**config.mk**
```make
export PLATFORM = sky130hd
export DESIGN_NAME = alu_muldiv_seq
export DESIGN_NICKNAME = d
export VERILOG_FILES = /design/src/rtl/alu_muldiv_seq.sv
export SDC_FILE = /design/constraint.sdc
export NUM_CORES = 1
export LEC_CHECK = 0
export CORE_MARGIN = 2
export CORE_UTILIZATION = 40
export DETAILED_ROUTE_END_ITERATION = 12
export PLACE_DENSITY = 0.81
export SETUP_SLACK_MARGIN = 0.2
export SYNTH_ARGS = -nofsm -noshare
export SYNTH_HDL_FRONTEND = slang
export SYNTH_SLANG_ARGS = --single-unit
```
**constraint.sdc**
```tcl
create_clock -name clk -period 3.04 [get_ports clk]
set_clock_uncertainty 0.1 [all_clocks]
set_input_delay 0.608 -clock clk [delete_from_list [all_inputs] [get_ports clk]]
set_output_delay 0.608 -clock clk [all_outputs]
set_load 0.05 [all_outputs]
```
**src/rtl/alu_muldiv_seq.sv**
```systemverilog
// Multi-cycle unsigned multiply/divide sequencer driving a shared WIDTH-bit ALU.
// Shift-add multiply and restoring divide, one ALU add per cycle.
module alu_muldiv_seq #(
  parameter int         WIDTH    = 16,
  parameter logic [3:0] OPER_ADD = 4'b0100
) (
  input  logic             clk,
  input  logic             rst_n,
  input  logic             req_valid,
  output logic             req_ready,
  input  logic             req_op,
  input  logic [WIDTH-1:0] req_a,
  input  logic [WIDTH-1:0] req_b,
  output logic             res_valid,
  input  logic             res_ready,
  output logic [WIDTH-1:0] res_hi,
  output logic [WIDTH-1:0] res_lo,
  output logic             res_dz,
  output logic             alu_own,
  output logic [WIDTH-1:0] alu_InA,
  output logic [WIDTH-1:0] alu_InB,
  output logic             alu_Cin,
  output logic             alu_invA,
  output logic             alu_invB,
  output logic             alu_sign,
  output logic [3:0]       alu_Oper,
  output logic [1:0]       alu_instruct,
  input  logic [WIDTH-1:0] alu_Out,
  input  logic             alu_CF
);

  localparam int CNT_W = (WIDTH > 1) ? $clog2(WIDTH) : 1;

  typedef enum logic [1:0] {IDLE, RUN, DONE} state_t;

  state_t             state_q, state_d;
  logic               op_q, op_d;
  logic               dz_q, dz_d;
  logic [CNT_W-1:0]   cnt_q, cnt_d;
  logic [WIDTH-1:0]   acc_q, acc_d;
  logic [WIDTH-1:0]   mq_q, mq_d;
  logic [WIDTH-1:0]   mc_q, mc_d;
  logic [WIDTH-1:0]   res_hi_q, res_hi_d;
  logic [WIDTH-1:0]   res_lo_q, res_lo_d;
  logic               res_dz_q, res_dz_d;

  logic               run;
  logic [WIDTH-1:0]   trial;
  logic               div_take;
  logic [WIDTH-1:0]   acc_nxt, mq_nxt;

  assign run   = (state_q == RUN);
  assign trial = {acc_q[WIDTH-2:0], mq_q[WIDTH-1]};

  // acc_q holds the partial product high half (MUL) or the remainder (DIV);
  // mq_q holds the multiplier/product low half or the dividend/quotient.
  always_comb begin
    alu_InA  = '0;
    alu_InB  = '0;
    alu_Cin  = 1'b0;
    alu_invB = 1'b0;
    div_take = acc_q[WIDTH-1] | alu_CF;
    if (op_q) begin
      acc_nxt = div_take ? alu_Out : trial;
      mq_nxt  = {mq_q[WIDTH-2:0], div_take};
    end else begin
      acc_nxt = {alu_CF, alu_Out[WIDTH-1:1]};
      mq_nxt  = {alu_Out[0], mq_q[WIDTH-1:1]};
    end
    if (run) begin
      if (op_q) begin
        alu_InA  = trial;
        alu_InB  = mc_q;
        alu_invB = 1'b1;
        alu_Cin  = 1'b1;
      end else begin
        alu_InA = acc_q;
        alu_InB = mq_q[0] ? mc_q : '0;
      end
    end
  end

  always_comb begin
    state_d  = state_q;
    op_d     = op_q;
    dz_d     = dz_q;
    cnt_d    = cnt_q;
    acc_d    = acc_q;
    mq_d     = mq_q;
    mc_d     = mc_q;
    res_hi_d = res_hi_q;
    res_lo_d = res_lo_q;
    res_dz_d = res_dz_q;
    case (state_q)
      IDLE: begin
        if (req_valid) begin
          state_d = RUN;
          op_d    = req_op;
          dz_d    = req_op && (req_b == '0);
          cnt_d   = '0;
          acc_d   = '0;
          mq_d    = req_a;
          mc_d    = req_b;
        end
      end
      RUN: begin
        cnt_d = cnt_q + CNT_W'(1);
        acc_d = acc_nxt;
        mq_d  = mq_nxt;
        if (cnt_q == CNT_W'(WIDTH - 1)) begin
          state_d  = DONE;
          res_hi_d = acc_nxt;
          res_lo_d = mq_nxt;
          res_dz_d = dz_q;
        end
      end
      DONE: begin
        if (res_ready) state_d = IDLE;
      end
      default: state_d = IDLE;
    endcase
  end

  always_ff @(posedge clk or negedge rst_n) begin
    if (!rst_n) begin
      state_q  <= IDLE;
      op_q     <= 1'b0;
      dz_q     <= 1'b0;
      cnt_q    <= '0;
      acc_q    <= '0;
      mq_q     <= '0;
      mc_q     <= '0;
      res_hi_q <= '0;
      res_lo_q <= '0;
      res_dz_q <= 1'b0;
    end else begin
      state_q  <= state_d;
      op_q     <= op_d;
      dz_q     <= dz_d;
      cnt_q    <= cnt_d;
      acc_q    <= acc_d;
      mq_q     <= mq_d;
      mc_q     <= mc_d;
      res_hi_q <= res_hi_d;
      res_lo_q <= res_lo_d;
      res_dz_q <= res_dz_d;
    end
  end

  assign req_ready    = (state_q == IDLE);
  assign res_valid    = (state_q == DONE);
  assign res_hi       = res_hi_q;
  assign res_lo       = res_lo_q;
  assign res_dz       = res_dz_q;
  assign alu_own      = run;
  assign alu_invA     = 1'b0;
  assign alu_sign     = 1'b0;
  assign alu_Oper     = run ? OPER_ADD : 4'b0000;
  assign alu_instruct = 2'b00;

endmodule

```
**Word level (Yosys, flattened, before mapping)**

Cells that the tools add are included.
Widths: inputs -> output; s select.

- Add/sub/neg operators: 1
- Equality and inequality tests: 6
- Multiplexer cells: 21
- Bitwise gates (word level): 1
- Reduce and logical (&&, ||, !) cells: 8

Operators by type and width:

| operator | count |
|---|---|
| $mux 16 | 10 |
| $pmux 16 s2 | 2 |
| $logic_not 16->1 | 1 |
| $pmux 4 s2 | 1 |
| $mux 2 | 3 |
| $pmux 2 s3 | 1 |
| $reduce_and 2->1 | 3 |
| $add 4x1->4 const B | 1 |
| $eq 4x4->1 const B | 1 |
| $mux 4 | 1 |
| $ne 2x1->1 const B | 2 |
| $mux 3 | 1 |
| $reduce_and 3->1 | 1 |
| $eq 2x1->1 const B | 1 |
| $eq 2x2->1 const B | 1 |
| $logic_not 2->1 | 1 |
| $mux 1 | 2 |
| $ne 2x2->1 const B | 1 |
| $reduce_bool 2->1 | 1 |
| $logic_and 1x1->1 | 1 |
| $or 1x1->1 | 1 |

- Register bits: 89
- Input bits: 54
- Output and inout bits: 78
- Logic and storage cells: 47

**Logic depth before layout (Yosys ltp)**

Gate-level depths: netlist (run 1).

- Depth in word-level cells: 4
- Mapped depth: 6
- Gate-level depth less buffers: 4

**Worst setup path after synthesis (run 1)**

Ideal clock, no wire load.

- Path type: register to output
- From: register state_q[1]
- To: output alu_invB
- Arrival time: 1.914 ns
- Data required time: 2.332 ns
- Setup slack: 0.418 ns
- Stages on the path, launching flop included: 6
- Path buffers: 3
- Cell sequence: dfrtp_1 -> nand2b_1 -> buf_6 -> clkbuf_1 -> nor2_1 -> buf_4

- Cells in the longest elaborated chain, start to end: 2

RTL lines:

| what | line | source |
|---|---|---|
| from (decl) | 36 | `state_t state_q, state_d;` |
| from (signal assigned) | 137 | `state_q <= state_d;` |
| $eq 2x1->1 | 52 | `assign run = (state_q == RUN);` |
| $mux 1 | -- |  |
| to (decl) | 24 | `output logic alu_invB,` |

No other way between the ends.

**Worst setup path after layout (run 1)**

- From: register op_q
- To: output alu_InA[1]

- Cells in the longest elaborated chain, start to end: 2

RTL lines:

| what | line | source |
|---|---|---|
| from (decl) | 37 | `logic op_q, op_d;` |
| from (signal assigned) | 138 | `op_q <= op_d;` |
| $mux 16 | 71 | `if (op_q) begin` |
| $mux 16 | 70 | `if (run) begin` |
| to (decl) | 20 | `output logic [WIDTH-1:0] alu_InA,` |

No other way between the ends.

==> metrics.txt, run 1 <==
CP Capture Type=output pin; share of layout cells above drive strength 1=0.2477; Site Rows=39; top cells by area, synth=dfrtp_1 47%, mux2_4 9.6%, mux2_2 7.2%, nand2_1 4.0%, mux2i_1 3.6%; status=complete, no violations; crit-path most repeated cell=buf_4; Syn Area/Cell=10.96 um^2; GRT Resource Usage Total=0.1935; Area growth syn-to-layout=37.10%; insertion delay to the later sink of the worst-skew pair=0.34 ns; CTS clock-pin slew for the worst setup and hold paths=0.07 ns; Remaining Overflow, GRT=0; critical path's slowest cell=dfrtp_2; Num CTS Buffers=9; Final Cycle Share=0.8668; CP max stage delay=0.64 ns; setup TNS=0 ns; Post-Syn Area=0.004711 mm^2; Net count, final=595; number of flops mapped to enable cells by yosys=0; FF+latch count, synth=89; yosys warns=0; Crit Path Max Fanout=26; postcts setup bufs=0; placed insts=672; final hold viol count=0; worst path required time=2.33 ns; drt pass-1 iters=5; Final Max Slew Viols=0; die height=112.5 um; arrival time at the worst endpoint=1.93 ns; initial antenna violation count=0; die width=112.5 um; via count=3699; # diodes=0; Root Buffer=clkbuf_16; Crit Path Category=reg2out; area share of the largest cell type after synthesis=0.4728; synth unique cells=41; WL final=11860 um; global placer's final weighted congestion=0.8364; Buf/Inv on CP=2; Seq/Total Area, Yosys=0.4728; Startpoint Class=flip-flop; Worst Hold Class=in2async; Mapped Cells=430; Bufs on Longest Clock Path=2; CP Cell Sequence=buf_4, mux2i_1, nor2_1, buf_4; Sink Count=89; Finished Layout Cells=688; FMAX=379.5 MHz; depth of the CTS H-tree=3; maxcap violations=0; crit-path leading delay family=flip-flops; cell taking the most area after synthesis=dfrtp_1; Fillers=957; CTS tree=built; Residual DRC=0; post_cts resized=0; Starting Density=0.4108; worst-margin pin slew=0.8067 ns; final setup margin=0.4050 ns; IO Count=132; Synth Flop Type=dfrtp_1; post-route ant nets=0; drt via density=5.376; die area=0.01266 mm^2; Tmin final=2.635 ns; first-pass GRT wire length=19760 um; core area=0.01147 mm^2; largest net degree at the start of global routing=56; hold_buf cts=0; number of global-route vias before repair=3818; Slew Limit Headroom=0.4619; Detailed Route Iter0 Violations=310; final setup fails=0; asr flop ratio synth=1.000; RSZ-0062 raised after global routing=no; Place WS=0.7507 ns; Post-DP HPWL=8204 um; WL/cell=17.24 um; Port-buffer cells=124
==> area by class of cell <==
| class | count | area [um^2] | share of cell area |
|---|---|---|---|
| tap | 143 | 178.9 | 0.02770 |
| inverter | 4 | 15.01 | 0.002325 |
| clock buffer | 10 | 239.0 | 0.03700 |
| multi-input combinational | 302 | 2241 | 0.3470 |
| sequential | 89 | 2228 | 0.3450 |
| timing repair buffer | 134 | 1499 | 0.2321 |
| clock inverter | 6 | 57.56 | 0.008911 |
==> metal layers <==
metal	global-route usage	up-vias	wire, um
met5	0	-	0
met4	0.06504	0	109
met3	0.06156	7	987
met2	0.3052	149	5639
met1	0.2538	1821	5122
li1	-	1722	-
==> logic make-up (layout without fill, tap and decap cells) <==
| kind of cell | Yosys count | in the layout | share of synthesized area |
|---|---|---|---|
| simple gates | 134 | 134 | 0.1410 |
| flops | 89 | 89 | 0.4728 |
| compound gates | 82 | 82 | 0.1195 |
| mux | 77 | 77 | 0.2035 |
| buf+inv | 45 | 154 | 0.05790 |
| fa+ha+maj | 1 | 1 | 0.002656 |
| other cells | 1 | 7 | 0.0007960 |
| xor+xnor | 1 | 1 | 0.001860 |
==> cell usage in the layout, fill, tap and decap left out, types with 3 or more instances in the layout <==
cell type / count
a31oi_1: 13
nand3_1: 4
buf_12: 22
dfrtp_1: 88
nand2_1: 50
clkbuf_16: 9
clkdlybuf4s50_1: 87
mux2_2: 30
and2_1: 16
clkinv_2: 4
or3b_1: 13
a22oi_1: 14
o22ai_1: 3
o21ai_0: 26
buf_4: 25
inv_1: 3
o2bb2ai_1: 15
mux2_4: 30
conb_1: 7
nor2_1: 38
mux2i_1: 17
==> flip-flops by register name (all words and copies together), names as in the netlist <==
signal and count:
res_dz 1, mc_q 16, res_lo 16, dz_q 1, acc_q 16, state_q 2, op_q 1, mq_q 16
res_hi 16, cnt_q 4
==> metrics by stage <==
stage | utilization | hold slack, ns | instance area [um^2]
6_report | 0.5632 | 0.2442 | 6459
5_1_grt | 0.5632 | 0.3019 | 6459
4_1_cts | 0.5632 | 0.2563 | 6459
3_5_place_dp | 0.5374 | 0.3895 | 6162
3_3_place_gp | 0.5374 | 0.3774 | 6162
2_1_floorplan | - | 0.2124 | 4733
==> final timing paths <==
kind / startpoint / end / slack [ns] / cells after the start
worst max-delay path: op_q / alu_InA[1] / 0.41 / 4
worst min-delay path: rst_n / mc_q[8] / 0.24 / 1
worst max register to register: cnt_q[0] / res_lo[7] / 0.95 / 5
worst min register to register: mc_q[9] / mc_q[9] / 0.40 / 1
max in group asynchronous: rst_n / res_lo[13] / 1.96 / 2
min in group clk: mc_q[9] / mc_q[9] / 0.40 / 1
==> cell usage after synthesis (2+ instances only) <==
cell type,number
a21o_1,2
a22oi_1,14
a31oi_1,13
a31oi_2,2
and2_1,16
buf_2,19
buf_4,13
buf_6,4
clkbuf_1,4
dfrtp_1,89
inv_1,3
mux2_2,30
mux2_4,30
mux2i_1,17
nand2_1,50
nand2b_1,2
nand3_1,4
nor2_1,38
nor2_4,2
nor3b_1,2
nor4_1,2
o21ai_0,26
o22ai_1,3
o2bb2ai_1,15
or3b_1,13
or3b_2,2
Power of run 1 is left out: the tool's default activity adds up to more than one toggle a clock period on the data nets, which glitch-free logic cannot reach.
==> run 2: changes to the inputs <==
Settings changed: GPL_TIMING_DRIVEN set to 0.
==> run 2 against run 1 <==
  * Fmax shrank 4.8%
  * Setup slack lost 0.13 ns
  * Hold slack lost 0.12 ns
  * Critical path depth grew 1
  * Count of clock-buffer cells in the layout shrank 1
  * Design area is essentially flat
  * Die area is the same
  * Via count grew 3.4%
  * First-iteration DRC count shrank 25%
  * Highest routed layer unchanged
==> metrics.txt, run 2 (synthesis results as in run 1) <==
FMAX=361.3 MHz (was 379.5 MHz); Detailed Route Iter0 Violations=234 (was 310); die height=112.5 um (unchanged); end of the worst register-to-register path=res_hi[13] (was res_lo[7]); Sink Count=89 (unchanged); drt pass-1 iters=4 (was 5); worst path required time=2.33 ns (about the same); Net count, final=627 (was 595); final setup fails=0 (unchanged); number of global-route vias before repair=4019 (was 3818); Final Cycle Share=0.9104 (was 0.8668); Residual DRC=0 (unchanged); WL final=12470 um (was 11860 um); RSZ-0062 raised after global routing=no (unchanged); R2R setup slack=1.24 ns (was 0.95 ns); Port-buffer cells=124 (unchanged); CTS tree=built (unchanged); most frequent cells in the layout=89 x dfrtp_1, 87 x clkdlybuf4s50_1, 50 x nand2_1 (was 88 x dfrtp_1, 87 x clkdlybuf4s50_1, 50 x nand2_1); core area=0.01147 mm^2 (unchanged); Num CTS Buffers=9 (unchanged); Slew Limit Headroom=0.6305 (was 0.4619); Tmin final=2.768 ns (was 2.635 ns); IO Count=132 (unchanged); Remaining Overflow, GRT=0 (unchanged); WL/cell=17.32 um (was 17.24 um); maxcap violations=0 (unchanged); status=complete, no violations (unchanged); Root Buffer=clkbuf_16 (unchanged); Final Max Slew Viols=0 (unchanged); leakage power=0.002889 uW; arrival time at the worst endpoint=2.06 ns (was 1.93 ns); Crit Path Category=reg2out (unchanged); setup TNS=0 ns (unchanged); initial antenna violation count=0 (unchanged); worst r2r src=cnt_q[0] (unchanged); hold_ws=0.1249 ns (was 0.2442 ns); VDD IR max=0.7265 mV; hold_buf cts=0 (unchanged); CP Capture Type=output pin (unchanged); commonest non-fill, non-tap cell in the layout=dfrtp_1 (unchanged); # diodes=0 (unchanged); pwr dens=1315 mW/mm^2; Startpoint Class=flip-flop (unchanged); insertion delay to the later sink of the worst-skew pair=0.34 ns (about the same); final hold viol count=0 (unchanged); Area growth syn-to-layout=36.97% (was 37.10%); die area=0.01266 mm^2 (unchanged); Post-DP HPWL=9249 um (was 8204 um); GRT Resource Usage Total=0.2028 (was 0.1935); drt via density=5.314 (was 5.376); Crit Path Max Fanout=10 (was 26); via count=3826 (was 3699); Fillers=979 (was 957); post-route ant nets=0 (unchanged); die width=112.5 um (unchanged); largest net degree at the start of global routing=56 (unchanged); global placer's final weighted congestion=0.8392 (was 0.8364); first-pass GRT wire length=20570 um (was 19760 um); depth of the CTS H-tree=3 (unchanged); share of layout cells above drive strength 1=0.2461 (was 0.2477); Worst Hold Class=in2async (unchanged); cells on worst reg2reg path=5 (unchanged); Site Rows=39 (unchanged); CTS clock-pin slew for the worst setup and hold paths=0.07 ns (about the same); Starting Density=0.4108 (unchanged); Bufs on Longest Clock Path=2 (unchanged); overall power=8482 uW; worst-margin pin slew=0.5525 ns (was 0.8067 ns)
==> run 2: worst max path at each step <==
stage,from,endpoint,slack [ns],cells after the start
floorplan,state_q[1],alu_invB,0.42,5
global placement,rst_n,acc_q[7],-2.00,1
detailed placement,state_q[1],alu_invB,0.07,6
CTS,state_q[1],alu_Cin,0.21,5
global route,state_q[1],alu_InB[11],0.20,6
finish,state_q[1],alu_InA[2],0.27,5
==> run 2: metrics by stage <==
stage	setup WS (ns)	util	std cells	area, um^2
floorplan	0.4179	-	436	4733
CTS	0.2141	0.5656	720	6486
global route	0.2016	0.5627	720	6452
finish	0.2723	0.5627	720	6452
global placement	-1.998	0.5366	703	6153
detailed placement	0.07037	0.5388	704	6178
==> run 2: layout make-up <==
| cell class | count | area, um^2 | share of cell area |
|---|---|---|---|
| Clock buffer | 9 | 225.2 | 0.03490 |
| Inverter | 4 | 15.01 | 0.002327 |
| Tap cell | 143 | 178.9 | 0.02773 |
| Buffer | 41 | 260.3 | 0.04033 |
| Timing Repair Buffer | 125 | 1217 | 0.1887 |
| Multi-Input combinational cell | 302 | 2233 | 0.3461 |
| Sequential cell | 89 | 2227 | 0.3452 |
| Clock inverter | 7 | 95.09 | 0.01474 |
==> run 2: routing by layer <==
metal | global-route usage | share of wire | up-vias
met2 | 0.3281 | 0.47 | 146
met3 | 0.05886 | 0.086 | 14
met4 | 0.06260 | 0.014 | 0
met1 | 0.2649 | 0.43 | 1869
li1 | - | - | 1797
met5 | 0 | 0 | -
==> run 2: report_power, final <==
part,leakage (uW),switching [uW],total [uW],internal (uW)
logic,0.00163,3270,5130,1860
clock network,0.000155,476,1200,720
registers,0.00111,406,2150,1750
==> run 2: repair_timing <==
action,CTS,global route
gates resized for setup,64,22
buffers inserted,0,0
endpoints found under the setup margin,36,21
==> run 2: critical path, cell delays in order (launching register included) <==
cell and delay (ns):
dfrtp_1 0.43, nand2b_1 0.18, buf_6 0.15, clkbuf_2 0.22
nor2_1 0.17, dlygate4sd2_1 0.56
No activity file was read; power rests on OpenSTA's default activity.
==> run 3: changes to the inputs <==
Clock period 3.04 ns to 2.7 ns, I/O delays scaled along.
==> run 3 against run 2 <==
  * Sequential power rose by 13%
  * Critical path type unchanged
  * Sequential share of layout area rose by 0.18 points
  * Core utilization fell by 0.26 points
  * Die area did not move
  * Largest cell class unchanged
  * Largest power group unchanged
  * Via count rose by 1.5%
  * Critical endpoint is now alu_InB[4]
==> metrics.txt, run 3 (synthesis results as in run 1) <==
status=complete, no violations (unchanged); die area=0.01266 mm^2 (unchanged); Site Rows=39 (unchanged); Detailed Route Iter0 Violations=226 (was 234); routing usage on met3=0.05886 (unchanged); Port-buffer cells=124 (unchanged); Top Usage Layer GRT=met2 (unchanged); CTS clock-pin slew for the worst setup and hold paths=0.07 ns (about the same); largest net degree at the start of global routing=54 (was 56); leakage power=0.002883 uW (was 0.002889 uW); drt pass-1 iters=5 (was 4); first-pass GRT wire length=20580 um (was 20570 um); maxcap violations=0 (unchanged); Final Cycle Share=0.9026; die height=112.5 um (unchanged); pwr dens=1498 mW/mm^2 (was 1315 mW/mm^2); drt via density=5.401 (was 5.314); die width=112.5 um (unchanged); hold_buf cts=0 (unchanged); postcts setup bufs=0 (unchanged); GRT Resource Usage Total=0.2040 (was 0.2028); Starting Density=0.4108 (unchanged); final setup fails=0 (unchanged); Sink Count=89 (unchanged); met1 usage=0.2592 (was 0.2649); depth of the CTS H-tree=3 (unchanged); post-route ant nets=0 (unchanged); initial antenna violation count=0 (unchanged); final hold viol count=0 (unchanged); M2 GR Usage=0.3373 (was 0.3281); worst path required time=2.06 ns (was 2.33 ns); number of global-route vias before repair=4003 (was 4019); worst r2r src=cnt_q[0] (unchanged); CP Capture Type=output pin (unchanged); R2R setup slack=0.92 ns (was 1.24 ns); Num CTS Buffers=9 (unchanged); hold_ws=0.1439 ns (was 0.1249 ns); placed insts=704 (unchanged); Crit Path Category=reg2out (unchanged); share of layout cells above drive strength 1=0.2813 (was 0.2461); Slew Limit Headroom=0.5432 (was 0.6305); Final Max Slew Viols=0 (unchanged); commonest non-fill, non-tap cell in the layout=dfrtp_1 (unchanged); end of the worst register-to-register path=res_hi[11] (was res_hi[13]); most frequent cells in the layout=88 x dfrtp_1, 86 x clkdlybuf4s50_1, 50 x nand2_1 (was 89 x dfrtp_1, 87 x clkdlybuf4s50_1, 50 x nand2_1); Worst Hold Class=in2async (unchanged); core area=0.01147 mm^2 (unchanged); Remaining Overflow, GRT=0 (unchanged); Net count, final=627 (unchanged); via count=3883 (was 3826); Startpoint Class=flip-flop (unchanged); IO Count=132 (unchanged); Crit Path Max Fanout=10 (unchanged); Post-DP HPWL=9326 um (was 9249 um); Bufs on Longest Clock Path=2 (unchanged); WL final=12570 um (was 12470 um); Root Buffer=clkbuf_16 (unchanged); Residual DRC=0 (unchanged); WL/cell=17.48 um (was 17.32 um); arrival time at the worst endpoint=1.80 ns (was 2.06 ns); Tmin final=2.437 ns; global placer's final weighted congestion=0.8649 (was 0.8392); cells on worst reg2reg path=5 (unchanged); Finished Layout Cells=719 (was 720); Area growth syn-to-layout=36.33% (was 36.97%); VDD IR max=0.9988 mV (was 0.7265 mV); worst-margin pin slew=0.6852 ns (was 0.5525 ns); insertion delay to the later sink of the worst-skew pair=0.34 ns (about the same); FMAX=410.4 MHz; RSZ-0062 raised after global routing=yes (was no); # diodes=0 (unchanged); CTS tree=built (unchanged)
run 3: changes by cell type in the layout (fill, tap and decap cells not counted), moves of 2 or more:
cell | before | now
clkbuf_2 | 5 | 1
clkbuf_4 | 0 | 3
clkinv_2 | 2 | 0
buf_6 | 4 | 7
buf_2 | 23 | 31
clkdlybuf4s15_1 | 3 | 0
buf_4 | 15 | 25
dlygate4sd2_1 | 17 | 0
run 3: area by class of cell:
class | count | area [um^2]
fillers | 987 | 5045
multi-input cells | 302 | 2236
flip-flops and latches | 89 | 2228
repair buffers | 125 | 1167
plain buffers | 41 | 276.5
clock buffers | 11 | 242.7
well taps | 143 | 178.9
clock inverters | 4 | 77.57
inverters | 4 | 15.01
run 3: worst max path at each step:
stage	startpoint	to	slack, ns
2_1_floorplan	state_q[1]	alu_invB	0.41
3_3_place_gp	rst_n	res_hi[8]	-2.27
5_1_grt	state_q[1]	alu_InA[5]	0.19
6_report	op_q	alu_InB[4]	0.26
4_1_cts	state_q[1]	alu_InB[10]	0.15
3_5_place_dp	state_q[1]	alu_InB[10]	-0.18
run 3: worst max-delay path, cell delays in order (launching register included):
cell and delay, ns:
dfrtp_1 0.36, buf_2 0.26, nor2_1 0.11, nor2_4 0.20, and2_1 0.16, clkdlybuf4s15_2 0.37
run 3: where the power goes:
part,leakage [uW],total (uW),switching (uW),internal [uW]
sequential,0.00111,2440,466,1970
combinational,0.00162,5830,3690,2140
clock,0.000156,1360,521,835
total,0.00288,9620,4680,4950
run 3: stage by stage:
| step | area (um^2) | util | total power (uW) | setup TNS [ns] | worst slack, ns |
|---|---|---|---|---|---|
| floorplan | 4736 | - | 6553 | 0 | 0.4111 |
| global placement | 6156 | 0.5368 | 8309 | -202.92 | -2.272 |
| detailed placement | 6173 | 0.5384 | 8440 | -1.622 | -0.1758 |
| CTS | 6479 | 0.5650 | 9710 | 0 | 0.1523 |
| global route | 6422 | 0.5601 | 10120 | 0 | 0.1906 |
| finish | 6422 | 0.5601 | 9622 | 0 | 0.2631 |
run 3: layer usage:
metal	share of wire	routed length, um
met4	0.014	178
met5	0	0
met1	0.41	5127
met3	0.098	1231
met2	0.48	6030
run 3: repair_timing:
action                     CTS  global route
setup endpoints to repair   36            37
pin swaps                    0             1
gates resized for setup    154            41
